==> src/rtl/prog_counter_pkg.sv <==
// prog_counter_pkg: shared states and direction encodings for the programmable counter
package prog_counter_pkg;

   typedef enum logic [1:0] {IDLE, RUN, DONE} cnt_state_t;

   localparam logic DIR_UP = 1'b1;
   localparam logic DIR_DN = 1'b0;

endpackage

==> src/rtl/prog_counter_clk_prescaler.sv <==
// clk_prescaler: enable-gated divider issuing one tick every prescale+1 enabled cycles
module clk_prescaler #(
   parameter int PRE_W = 4
) (
   input  logic             clk,
   input  logic             rst_n,
   input  logic             en,
   input  logic             clr,
   input  logic [PRE_W-1:0] prescale,
   output logic             tick
);

   logic [PRE_W-1:0] pre_cnt;

   // >= so a prescale lowered below the running count still ticks at once
   assign tick = en && (pre_cnt >= prescale);

   always_ff @(posedge clk or negedge rst_n)
      if (!rst_n)
         pre_cnt <= '0;
      else if (clr)
         pre_cnt <= '0;
      else if (en)
         pre_cnt <= tick ? '0 : pre_cnt + 1'b1;

endmodule

==> src/rtl/prog_counter.sv <==
// prog_counter: modulo up/down counter with prescaler, load/clear and one-shot FSM
module prog_counter
   import prog_counter_pkg::*;
#(
   parameter int WIDTH = 8,
   parameter int PRE_W = 4
) (
   input  logic             clk,
   input  logic             rst_n,
   input  logic             en,
   input  logic             clr,
   input  logic             load,
   input  logic [WIDTH-1:0] load_val,
   input  logic             dir,
   input  logic             oneshot,
   input  logic             start,
   input  logic [WIDTH-1:0] limit,
   input  logic [PRE_W-1:0] prescale,
   output logic [WIDTH-1:0] count,
   output logic             tc,
   output logic             busy
);

   cnt_state_t       state, state_d;
   logic [WIDTH-1:0] count_d, step_val;
   logic             tick, start_go, counting, wrap, tc_d, busy_d;

   clk_prescaler #(.PRE_W(PRE_W)) u_pre (
      .clk      (clk),
      .rst_n    (rst_n),
      .en       (en),
      .clr      (clr || load || start_go),
      .prescale (prescale),
      .tick     (tick)
   );

   always_comb begin
      start_go = oneshot && start && en && (state != RUN);
      counting = !oneshot || (state == RUN);
      wrap     = (dir == DIR_UP) ? (count >= limit) : (count == '0);
      step_val = (dir == DIR_UP) ? (wrap ? '0 : count + 1'b1)
               : (wrap ? limit : ((count > limit) ? limit : count - 1'b1));
      count_d  = count;
      tc_d     = 1'b0;
      state_d  = state;
      if (clr) begin
         count_d = '0;
         state_d = IDLE;
      end else if (load)
         count_d = load_val;
      else if (start_go) begin
         count_d = (dir == DIR_UP) ? '0 : limit;
         state_d = RUN;
      end else if (tick && counting) begin
         count_d = step_val;
         tc_d    = wrap;
         if (oneshot && wrap)
            state_d = DONE;
      end
      // free-run parks the FSM so re-entering one-shot always waits for start
      if (!oneshot)
         state_d = IDLE;
      busy_d = oneshot ? (state_d == RUN) : en;
   end

   always_ff @(posedge clk or negedge rst_n)
      if (!rst_n) begin
         state <= IDLE;
         count <= '0;
         tc    <= 1'b0;
         busy  <= 1'b0;
      end else begin
         state <= state_d;
         count <= count_d;
         tc    <= tc_d;
         busy  <= busy_d;
      end

endmodule

==> config.mk <==
export PLATFORM = sky130hd
export DESIGN_NAME = prog_counter
export DESIGN_NICKNAME = d
export VERILOG_FILES = /design/src/rtl/prog_counter_pkg.sv /design/src/rtl/prog_counter_clk_prescaler.sv /design/src/rtl/prog_counter.sv
export SDC_FILE = /design/constraint.sdc
export NUM_CORES = 1
export LEC_CHECK = 0
export BUFFER_PORTS_ARGS = -buffer_cell sky130_fd_sc_hd__buf_4
export CAP_MARGIN = 20
export CORE_MARGIN = 2
export CORE_UTILIZATION = 55
export CTS_CLUSTER_SIZE = 10
export DETAILED_ROUTE_END_ITERATION = 10
export PLACE_DENSITY = 0.79
export SLEW_MARGIN = 25
export SYNTH_ARGS = -nofsm -noshare
export SYNTH_HDL_FRONTEND = slang
export SYNTH_SLANG_ARGS = --single-unit
==> constraint.sdc <==
create_clock -name clk -period 3.7 [get_ports clk]
set_input_delay 0.555 -clock clk [delete_from_list [all_inputs] [get_ports clk]]
set_output_delay 0.555 -clock clk [all_outputs]
set_load 0.005 [all_outputs]
* Word level (Yosys, flattened, before mapping)
Cells that the tools add are included.
Storage, ports and cells: flip-flop bits (word level) 16, input port bits 28, logic and storage cells 51
Operators by class: add/sub/neg operators 3, $lt $le $gt $ge 3, equal/unequal tests 3, multiplexer cells 24, reductions and logical operators 13
Operators with widths (number):
- 2-to-1 mux 8 bit | 9
- 2-to-1 mux 2 bit | 6
- 2-to-1 mux 4 bit | 3
- adder 8 x 1 -> 8 bit, second input constant | 1
- >= comparator 8 bit | 1
- > comparator 8 bit | 1
- logical NOT 8 bit | 1
- subtractor 8 x 1 -> 8 bit, second input constant | 1
- logical AND 1 bit | 6
- 2-to-1 mux 1 bit | 6
- adder 4 x 1 -> 4 bit, second input constant | 1
- equality test 2 x 1 -> 1 bit, second input constant | 2
- >= comparator 4 bit | 1
- nonzero test 4 bit | 1
- logical OR 1 bit | 3
- != test 2 x 1 -> 1 bit, second input constant | 1
- nonzero test 2 bit | 1
- logical NOT 1 bit | 1

* Depth between registers and ports, before layout
Gate-level depths: netlist of run 1.
depth in word-level cells 11, mapped depth 11, depth with buffers taken out 8

* Hierarchy
Synthesis of run 1 repeated with hierarchy kept, for this count alone.
Second synthesis, totals: cells, all modules 205, area total of the unflattened synthesis 1762.9 µm²
By module, submodules not included:
- prog_counter | times used 1, cells an instance 170, area each 1421.4 µm², seq. area each 300.3 µm²
- clk_prescaler | times used 1, cells an instance 35, area each 341.6 µm², seq. area each 100.1 µm²

* Worst setup path before layout of run 1
No wires, ideal clock.
path kind flip-flop to flip-flop, start reg count[3], end reg count[3], arrival time 2.527 ns, required time 3.606 ns, slack 1.079 ns, stages on the path, launching flop included 10, period minus slack after synthesis 2.621 ns, cell sequence dfrtp_1 > buf_6 > or4_4 > or4_4 > and2_4 > buf_6 > and3_4 > buf_6 > a211o_1 > a221oi_2
Between the ends: cells in the longest elaborated chain, start to end 8
RTL lines:
- start: declaration | line prog_counter.sv:19 | output logic [WIDTH-1:0] count,
- start signal: assignment | line prog_counter.sv:74 | count <= count_d;
- subtractor 8 x 1 -> 8 bit (tied with other cells) | line prog_counter.sv:42 | : (wrap ? limit : ((count > limit) ? limit : count - 1'b1));
- 2-to-1 mux 8 bit or 2-to-1 mux 1 bit (tied branches) | line prog_counter.sv:42, prog_counter.sv:40
- 2-to-1 mux 8 bit (on tied branches) | line prog_counter.sv:42, prog_counter.sv:41
- 2-to-1 mux 8 bit (*) | line prog_counter.sv:41 | step_val = (dir == DIR_UP) ? (wrap ? '0 : count + 1'b1)
- 2-to-1 mux 8 bit (*) | line prog_counter.sv:54 | end else if (tick && counting) begin
- 2-to-1 mux 8 bit (*) | line prog_counter.sv:51 | else if (start_go) begin
- 2-to-1 mux 8 bit (*) | line prog_counter.sv:49 | end else if (load)
- 2-to-1 mux 8 bit (*) | line prog_counter.sv:46 | if (clr) begin
Mark *: on every way between the ends. The rest lies on a longest branch, timed or not. The select of a mux whose other input is x is not followed. A chain may end at the register's enable or synchronous reset.

* Final worst setup path of run 1
start reg u_pre.pre_cnt[0], end reg count[3]
Between the ends: cells in the longest elaborated chain, start to end 4
RTL lines:
- start: declaration | line prog_counter_clk_prescaler.sv:13 | logic [PRE_W-1:0] pre_cnt;
- start signal: assignment | line prog_counter_clk_prescaler.sv:24 | pre_cnt <= tick ? '0 : pre_cnt + 1'b1;
- >= comparator 4 bit | line prog_counter_clk_prescaler.sv:16 | assign tick = en && (pre_cnt >= prescale);
- logical AND 1 bit | line prog_counter_clk_prescaler.sv:16
- logical AND 1 bit | line prog_counter.sv:54
- nonzero test 4 bit (no line)
No other way between the ends.

==> results.md, run 1 <==
- Status: complete, no violations
- Final design utilization: 0.6775
- Pleak: 0.9584 nW
- CTS tree: yes
- Vias in the first global route: 1609
- DRT antenna net count: 0
- Worst Tran Pin Value: 942.1 ps
- Synth Cell Area: 1760 µm²
- Area Overhead vs Synth: 17.48%
- Cells after synthesis: 223
- Pwr Density: 252.7 nW/µm²
- WL final: 4.725 mm
- DR vias/cell: 6.158
- Slowest CP cell: a2111oi_0
- Clock Latency Late Sink: 300 ps
- Post-placement setup slack: 732.4 ps
- Period minus WS final: 2770 ps
- Crit share post-route: 0.7486
- Post-detail-place hpwl: 3.561 mm
- Vias post-DR: 1829
- Req. time, crit path: 3910 ps
- Average cell area after synthesis: 7.894 µm²
- Slew Viols, Final: 0
- CP startpoint kind: flip-flop
- DR iter-0 viols: 109
- Most common cell after layout, fill and taps aside: buf_4
- Delay-heaviest family, CP: compound AO/OA/AOI/OAI gates
- Flops & latches, synth: 16
- Unrepaired setup endpoints after global routing: false
- Root Driver: clkbuf_4
- Clock tree sinks: 16
- Post-CTS Resized: 0
- First-pass GRT wire length: 7.603 mm
- Maximum VDD drop: 0.1607 mV
- All-Layer GR Usage: 0.2752
- TritonCTS buffer count: 3
- Commonest non-fill, non-tap cells in the layout: 39 x buf_4, 21 x inv_1, 16 x dfrtp_1, 15 x ha_1
- Final hold violations: 0
- Worst Setup Path Type: reg -> reg
- Synth Flop Type: dfrtp_1
- Synth Warn #: 0
- Sequential share of the synthesized area: 0.2274
- Die ar.: 3669 µm²
- # diodes: 0
- CP bufs+invs: 1
- Gpl congestion: 0.8941
- Layout cell share with drive strength beyond 1: 0.2174
- Max Freq: 361.0 MHz
- GRT overflow: 0
- Crit. End Element: flip-flop
- Max_cap viols: 0
- Worst-path fanout max: 16
- Power, Total: 0.5227 mW
- Initial antenna violation count: 0
- Pre-Repair DR Iteration Count: 5
- Die Wd: 60.58 µm
- Post-cts hold buffer count: 0
- Worst stage delay on the critical path: 650 ps
- CTS Buffer Depth: 2
- Critical path arrival: 2980 ps
- Initial Util: 0.5766
- Setup Fix Bufs, Post-CTS: 0
- Yosys cell types: 45
- # IOs: 38
- Setup Skew: 4.546 ps
- CP cell instances: inv_1, ha_1, nand2b_1, a2111oi_0, o311a_1, a221oi_1, a221oi_2
- Relative max-transition margin: 0.3671
- Core Region: 3053 µm²
- # setup viols final: 0
- Final Net Count: 297
- IO buf count: 37
- Die Span Y: 60.58 µm
- Post-synth EDFFs: 0
- Worst hold path class: in -> async
- Routed len/inst: 15.91 µm
- Clock Pin Slew Worst Setup and Hold Paths: 110 ps
- Setup ws final: 930.2 ps
- Rows: 20
- Post-synth ARST share: 1.000
- # H-tree levels: 1
- Largest net degree at the start of global routing: 18
- Syn nets: 266
- Fin Setup TNS: 0 ps
- DRC viols: 0
==> report_power, final <==
| group | internal (mW) | switching, mW |
|---|---|---|
| clock network | 0.0600 | 0.0660 |
| logic | 0.0944 | 0.105 |
| registers | 0.182 | 0.0161 |
==> synthesized netlist by cell type (5+ instances only) <==
cell	number	share of area
inv_1	21	0.045
clkbuf_1	8	0.017
a31oi_1	11	0.039
nor2_1	12	0.026
nand3_1	5	0.014
xor2_1	5	0.025
a211o_1	6	0.030
a21oi_1	14	0.040
xnor2_1	5	0.025
ha_1	15	0.11
dfrtp_1	16	0.23
o21ai_0	14	0.040
a22oi_1	7	0.030
nand2_1	14	0.030
nor3_1	10	0.028
==> metrics by stage <==
stage                     instances  hold WS (ps)  area, µm²
after floorplan                 223         259.4       1760
after global placement          293         434.7       2032
after detailed placement        293         434.5       2032
after CTS                       297         102.4       2068
after global routing            297         97.26       2068
final                           297         98.52       2068
==> registers in the layout (all words and copies together) (netlist names) <==
| name | count |
|---|---|
| tc | 1 |
| state | 2 |
| busy | 1 |
| u_pre.pre_cnt | 4 |
| count | 8 |
==> worst reg2reg max path: cells and delay by family, from the launching register on <==
kind	cells	cell delay, ps
buf+inv	1	70
flops	1	410
fa+ha+maj	1	260
compound gates	4	1800
simple gates	1	140
==> cell type report <==
| class | count | area (µm²) |
|---|---|---|
| multi-input cells | 173 | 1205 |
| flip-flops and latches | 16 | 400.4 |
| fillers | 288 | 984.7 |
| clock buffers | 4 | 36.28 |
| inverters | 21 | 78.83 |
| repair buffers | 39 | 292.8 |
| well taps | 44 | 55.05 |
==> kinds of logic after synthesis <==
| kind of cell | after synthesis | share of synthesized area |
|---|---|---|
| simple gates | 66 | 0.1983 |
| flops | 16 | 0.2274 |
| fa+ha+maj | 15 | 0.1066 |
| buf+inv | 34 | 0.08813 |
| xor+xnor | 10 | 0.04975 |
| compound gates | 82 | 0.3298 |
==> final timing paths <==
| path | start | endpoint | slack, ps | cells after the start |
|---|---|---|---|---|
| min | rst_n | count[0]$_DFFE_PN0P_ | 100 | 1 |
| min reg2reg | u_pre.pre_cnt[0]$_DFFE_PN0P_ | u_pre.pre_cnt[0]$_DFFE_PN0P_ | 560 | 2 |
| max | u_pre.pre_cnt[0]$_DFFE_PN0P_ | count[3]$_DFFE_PN0P_ | 930 | 7 |
| max in group asynchronous | rst_n | count[3]$_DFFE_PN0P_ | 3410 | 1 |
| max reg2reg | u_pre.pre_cnt[0]$_DFFE_PN0P_ | count[3]$_DFFE_PN0P_ | 930 | 7 |
| min in group clk | limit[7] | count[7]$_DFFE_PN0P_ | 510 | 3 |
==> routing by layer <==
metal / track usage / routed length, µm / vias up
li1: - / - / 893
met1: 0.3735 / 1944 / 839
met2: 0.4639 / 2292 / 90
met3: 0.04051 / 426 / 7
met4: 0.06211 / 61 / 0
met5: 0 / 0 / -
No activity file was read; power rests on OpenSTA's default activity.
==> inputs of run 2 (changes only) <==
--- a/config.mk
+++ b/config.mk
@@ -5,13 +5,14 @@
 export SDC_FILE = /design/constraint.sdc
 export NUM_CORES = 1
 export LEC_CHECK = 0
+export ABC_AREA = 1
 export BUFFER_PORTS_ARGS = -buffer_cell sky130_fd_sc_hd__buf_4
 export CAP_MARGIN = 20
 export CORE_MARGIN = 2
 export CORE_UTILIZATION = 55
 export CTS_CLUSTER_SIZE = 10
 export DETAILED_ROUTE_END_ITERATION = 10
-export PLACE_DENSITY = 0.79
+export PLACE_DENSITY = 0.78
 export SLEW_MARGIN = 25
 export SYNTH_ARGS = -nofsm -noshare
 export SYNTH_HDL_FRONTEND = slang
==> constraint.sdc (replaced) <==
create_clock -name clk -period 2.9 [get_ports clk]
set_input_delay 0.435 -clock clk [delete_from_list [all_inputs] [get_ports clk]]
set_output_delay 0.435 -clock clk [all_outputs]
set_load 0.005 [all_outputs]
==> run 2 against run 1 <==
Compared with the run above: cell count is 17% higher; hold slack better by 210 ps; highest routed layer unchanged; register-to-register slack worse by 97 ps; largest cell class unchanged; area after synthesis up 2.1%; total power rose by 62%; critical path type unchanged; sequential cell count unchanged; die area rose by 2.0%; sequential power rose by 41%; synthesized cell count up 18%; first-iteration DRC count fell by 15%.
==> results.md, run 2 <==
- Status: complete, no violations
- Min Hold Slack: 309.3 ps (+210.7 ps)
- Comb power frac: 0.481 (+0.100)
- Power, Total: 0.8474 mW (+62%)
- Final hold violations: 0 (unchanged)
- First-pass GRT wire length: 7.583 mm (-0.26%)
- Most used cell, CP: nand2_1
- Seq pwr share: 0.330 (-0.048)
- Slowest CP cell: dfrtp_1
- CP startpoint kind: flip-flop
- Area Overhead vs Synth: 18.93%
- Yosys cell types: 30 (-33%)
- # H-tree levels: 1 (unchanged)
- Area share of the largest cell type after synthesis: 0.2227 (-0.004748)
- All-Layer GR Usage: 0.2726 (-0.002596)
- Commonest non-fill, non-tap cells in the layout: 77 x nand2_1, 39 x buf_4, 30 x nor2_1, 29 x inv_1, 20 x nand3_1
- Gpl congestion: 0.8704 (-2.7%)
- # diodes: 0 (unchanged)
- TritonCTS buffer count: 3 (unchanged)
- Crit. End Element: flip-flop
- # IOs: 38 (unchanged)
- Largest net degree at the start of global routing: 17 (-1)
- Worst hold path class: in -> reg
- Part of the power in the clock network: 0.189 (-0.052)
- Worst stage delay on the critical path: 600 ps (-50 ps)
- Sequential share of the synthesized area: 0.2227 (-0.004748)
- Final Net Count: 348 (+17%)
- Internal power: 0.4898 mW (+46%)
- WHS Endpoint: state[1]$_DFF_PN0_
- # setup viols final: 0 (unchanged)
- Largest regs: count (8), u_pre.pre_cnt (4), state (2)
- Average cell area after synthesis: 6.811 µm² (-14%)
- Max reg flops: 8 (unchanged)
- Post-Layout Cell Count: 348 (+17%)
- Final design utilization: 0.6947 (+0.01726)
- Pre-Repair DR Iteration Count: 4 (-1)
- Worst Tran Pin Value: 635.0 ps (-307.2 ps)
- Cells after synthesis: 264 (+18%)
- IO buf count: 37 (unchanged)
- WL final: 4.452 mm (-5.8%)
- Period minus WS final: 2067 ps (-703.3 ps)
- DR vias/cell: 5.195 (-16%)
- Hold Crit Start: clr
- Setup Skew: 7.126 ps (+2.580 ps)
- DR iter-0 viols: 93 (-15%)
- Switching Fraction: 0.4219 (+0.06491)
- DRT antenna net count: 0 (unchanged)
- Setup ws final: 833.5 ps (-96.72 ps)
- Pleak: 1.175 nW (+23%)
- Biggest register: count
- Unrepaired setup endpoints after global routing: false
- CTS Buffer Depth: 2 (unchanged)
- Req. time, crit path: 3150 ps (-760 ps)
- Post-synth EDFFs: 0 (unchanged)
- Reg2Reg Setup Slack: 830 ps (-100 ps)
- Slew Viols, Final: 0 (unchanged)
- Worst reg-to-reg path cell count: 12 (+5)
- Most common cell after layout, fill and taps aside: nand2_1
- Largest area contributor in the netlist: dfrtp_1
- DP Area: 2092 µm² (+3.0%)
- CP bufs+invs: 0 (-1)
- R2R Path End: count[4]$_DFFE_PN0P_
- Synth Cell Area: 1798 µm² (+2.1%)
- Clock Latency Late Sink: 300 ps (about the same)
- Main area contributors after synthesis: dfrtp_1 22%, nand2_1 16%, ha_1 10%
- Delay-heaviest family, CP: simple AND/OR/NAND/NOR gates
- Clock Pin Slew Worst Setup and Hold Paths: 110 ps (about the same)
- Routed len/inst: 12.79 µm (-20%)
- Final instance area: 2138 µm² (+3.4%)
- Initial antenna violation count: 0 (unchanged)
- Worst-path fanout max: 14 (-2)
- Post-placement setup slack: 842.6 ps (+110.2 ps)
- Initial Util: 0.5841 (+0.007507)
- Worst Setup Path Type: reg -> reg
- Post-detail-place hpwl: 3.456 mm (-3.0%)
- Max Freq: 483.9 MHz (+34%)
- Vias in the first global route: 1733 (+7.7%)
- CTS tree: yes
- CP cell instances: ha_1, nand2_1, nor2_1, a21oi_2, nand3_4, nand2_4, nand2_4, nand2_1, nand3_1, nand2_1, nand2_1, nand2_1
- Die ar.: 3742 µm² (+2.0%)
- Relative max-transition margin: 0.5738 (+0.2068)
- Reg-to-Reg Start: count[2]$_DFFE_PN0P_
- Critical path arrival: 2310 ps (-670 ps)
- Min-Delay Path Depth: 2
- GRT overflow: 0 (unchanged)
- NetSw: 0.3575 mW (+92%)
- Layout cell share with drive strength beyond 1: 0.2336 (+0.01616)
- Fin Setup TNS: 0 ps (unchanged)
- Pwr Density: 396.3 nW/µm² (+57%)
- Flops & latches, synth: 16 (unchanged)
- Crit share post-route: 0.7126 (-0.03600)
- Die Wd: 61.18 µm (+0.99%)
- Synth Flop Type: dfrtp_1
- Count leader, synth: nand2_1
- Core Region: 3078 µm² (+0.82%)
- Maximum VDD drop: 0.3232 mV (+100%)
- Die Span Y: 61.18 µm (+0.99%)
- Placed Instances: 343 (+17%)
- Post-CTS Resized: 0 (unchanged)
- Syn nets: 307 (+15%)
- Vias post-DR: 1808 (-1.1%)
- DRC viols: 0 (unchanged)
- Post-synth ARST share: 1.000 (unchanged)
- Max_cap viols: 0 (unchanged)
- Rows: 20 (unchanged)
- Synth cell count leaders: 77 x nand2_1, 30 x nor2_1, 29 x inv_1, 20 x nand3_1, 16 x dfrtp_1
- Synth Warn #: 0 (unchanged)
- Clock tree sinks: 16 (unchanged)
- Root Driver: clkbuf_4
==> run 2: changes by cell type after synthesis, sizes merged, moves of 7 or more <==
cell | before | now
a22oi | 7 | 0
a31oi | 11 | 4
clkbuf | 8 | 0
inv | 21 | 33
nand2 | 14 | 82
nand3 | 5 | 29
nor2 | 12 | 35
o21ai | 14 | 4
==> run 2: area by class of cell <==
type | instances | area (µm²)
Sequential cell | 16 | 400.4
Inverter | 35 | 136.4
Multi-Input combinational cell | 209 | 1207
Timing Repair Buffer | 40 | 302.8
Fill cell | 288 | 939.7
Tap cell | 44 | 55.05
Clock buffer | 4 | 36.28
==> run 2: worst register-to-register path, delay by kind of cell (launching register included) <==
| kind | cells | cell delay, ps |
|---|---|---|
| AOI/OAI and AO/OA | 1 | 170 |
| adders and majority gates | 1 | 310 |
| DFF | 1 | 600 |
| and+or+nand+nor | 10 | 920 |
==> run 2: layer usage <==
metal  wire [µm]  vias to the layer above  GRT usage
met2        2170                       42     0.4696
met1        2051                      835     0.3755
met3         208                        2    0.03782
met5           0                        -          0
met4          22                        0    0.03106
li1            -                      929          -
==> run 2: worst max path at each step <==
| stage | startpoint | to | slack, ps | depth (start not counted) |
|---|---|---|---|---|
| global route | count[2]$_DFFE_PN0P_ | count[2]$_DFFE_PN0P_ | 660 | 12 |
| CTS | count[2]$_DFFE_PN0P_ | count[4]$_DFFE_PN0P_ | 840 | 12 |
| detailed placement | limit[5] | count[4]$_DFFE_PN0P_ | 840 | 14 |
| floorplan | limit[7] | count[2]$_DFFE_PN0P_ | 1080 | 12 |
| finish | count[2]$_DFFE_PN0P_ | count[4]$_DFFE_PN0P_ | 830 | 12 |
| global placement | limit[7] | count[6]$_DFFE_PN0P_ | 860 | 13 |
==> run 2: repair_timing <==
item | CTS | global route
endpoints found under the hold margin | 16 | 0
setup buffers | 0 | 0
hold buffers | 1 | 0
==> run 2: power by group through the flow <==
stage,Clock [mW],Combinational (mW),Sequential [mW]
after floorplan,0,0.302,0.276
after global placement,0,0.397,0.282
after detailed placement,0,0.403,0.283
after CTS,0.164,0.407,0.279
after global routing,0.171,0.464,0.282
final,0.160,0.408,0.279
==> run 2: cells by family (layout without fill, tap and decap cells) <==
group,Yosys count,count (layout),synth area share
adder cells (fa/ha/maj),15,15,0.1044
buffers and inverters,39,79,0.1058
AND/OR/NAND/NOR,161,161,0.4398
flip-flops,16,16,0.2227
XOR/XNOR,10,10,0.04872
AO/OA/AOI/OAI,23,23,0.07864
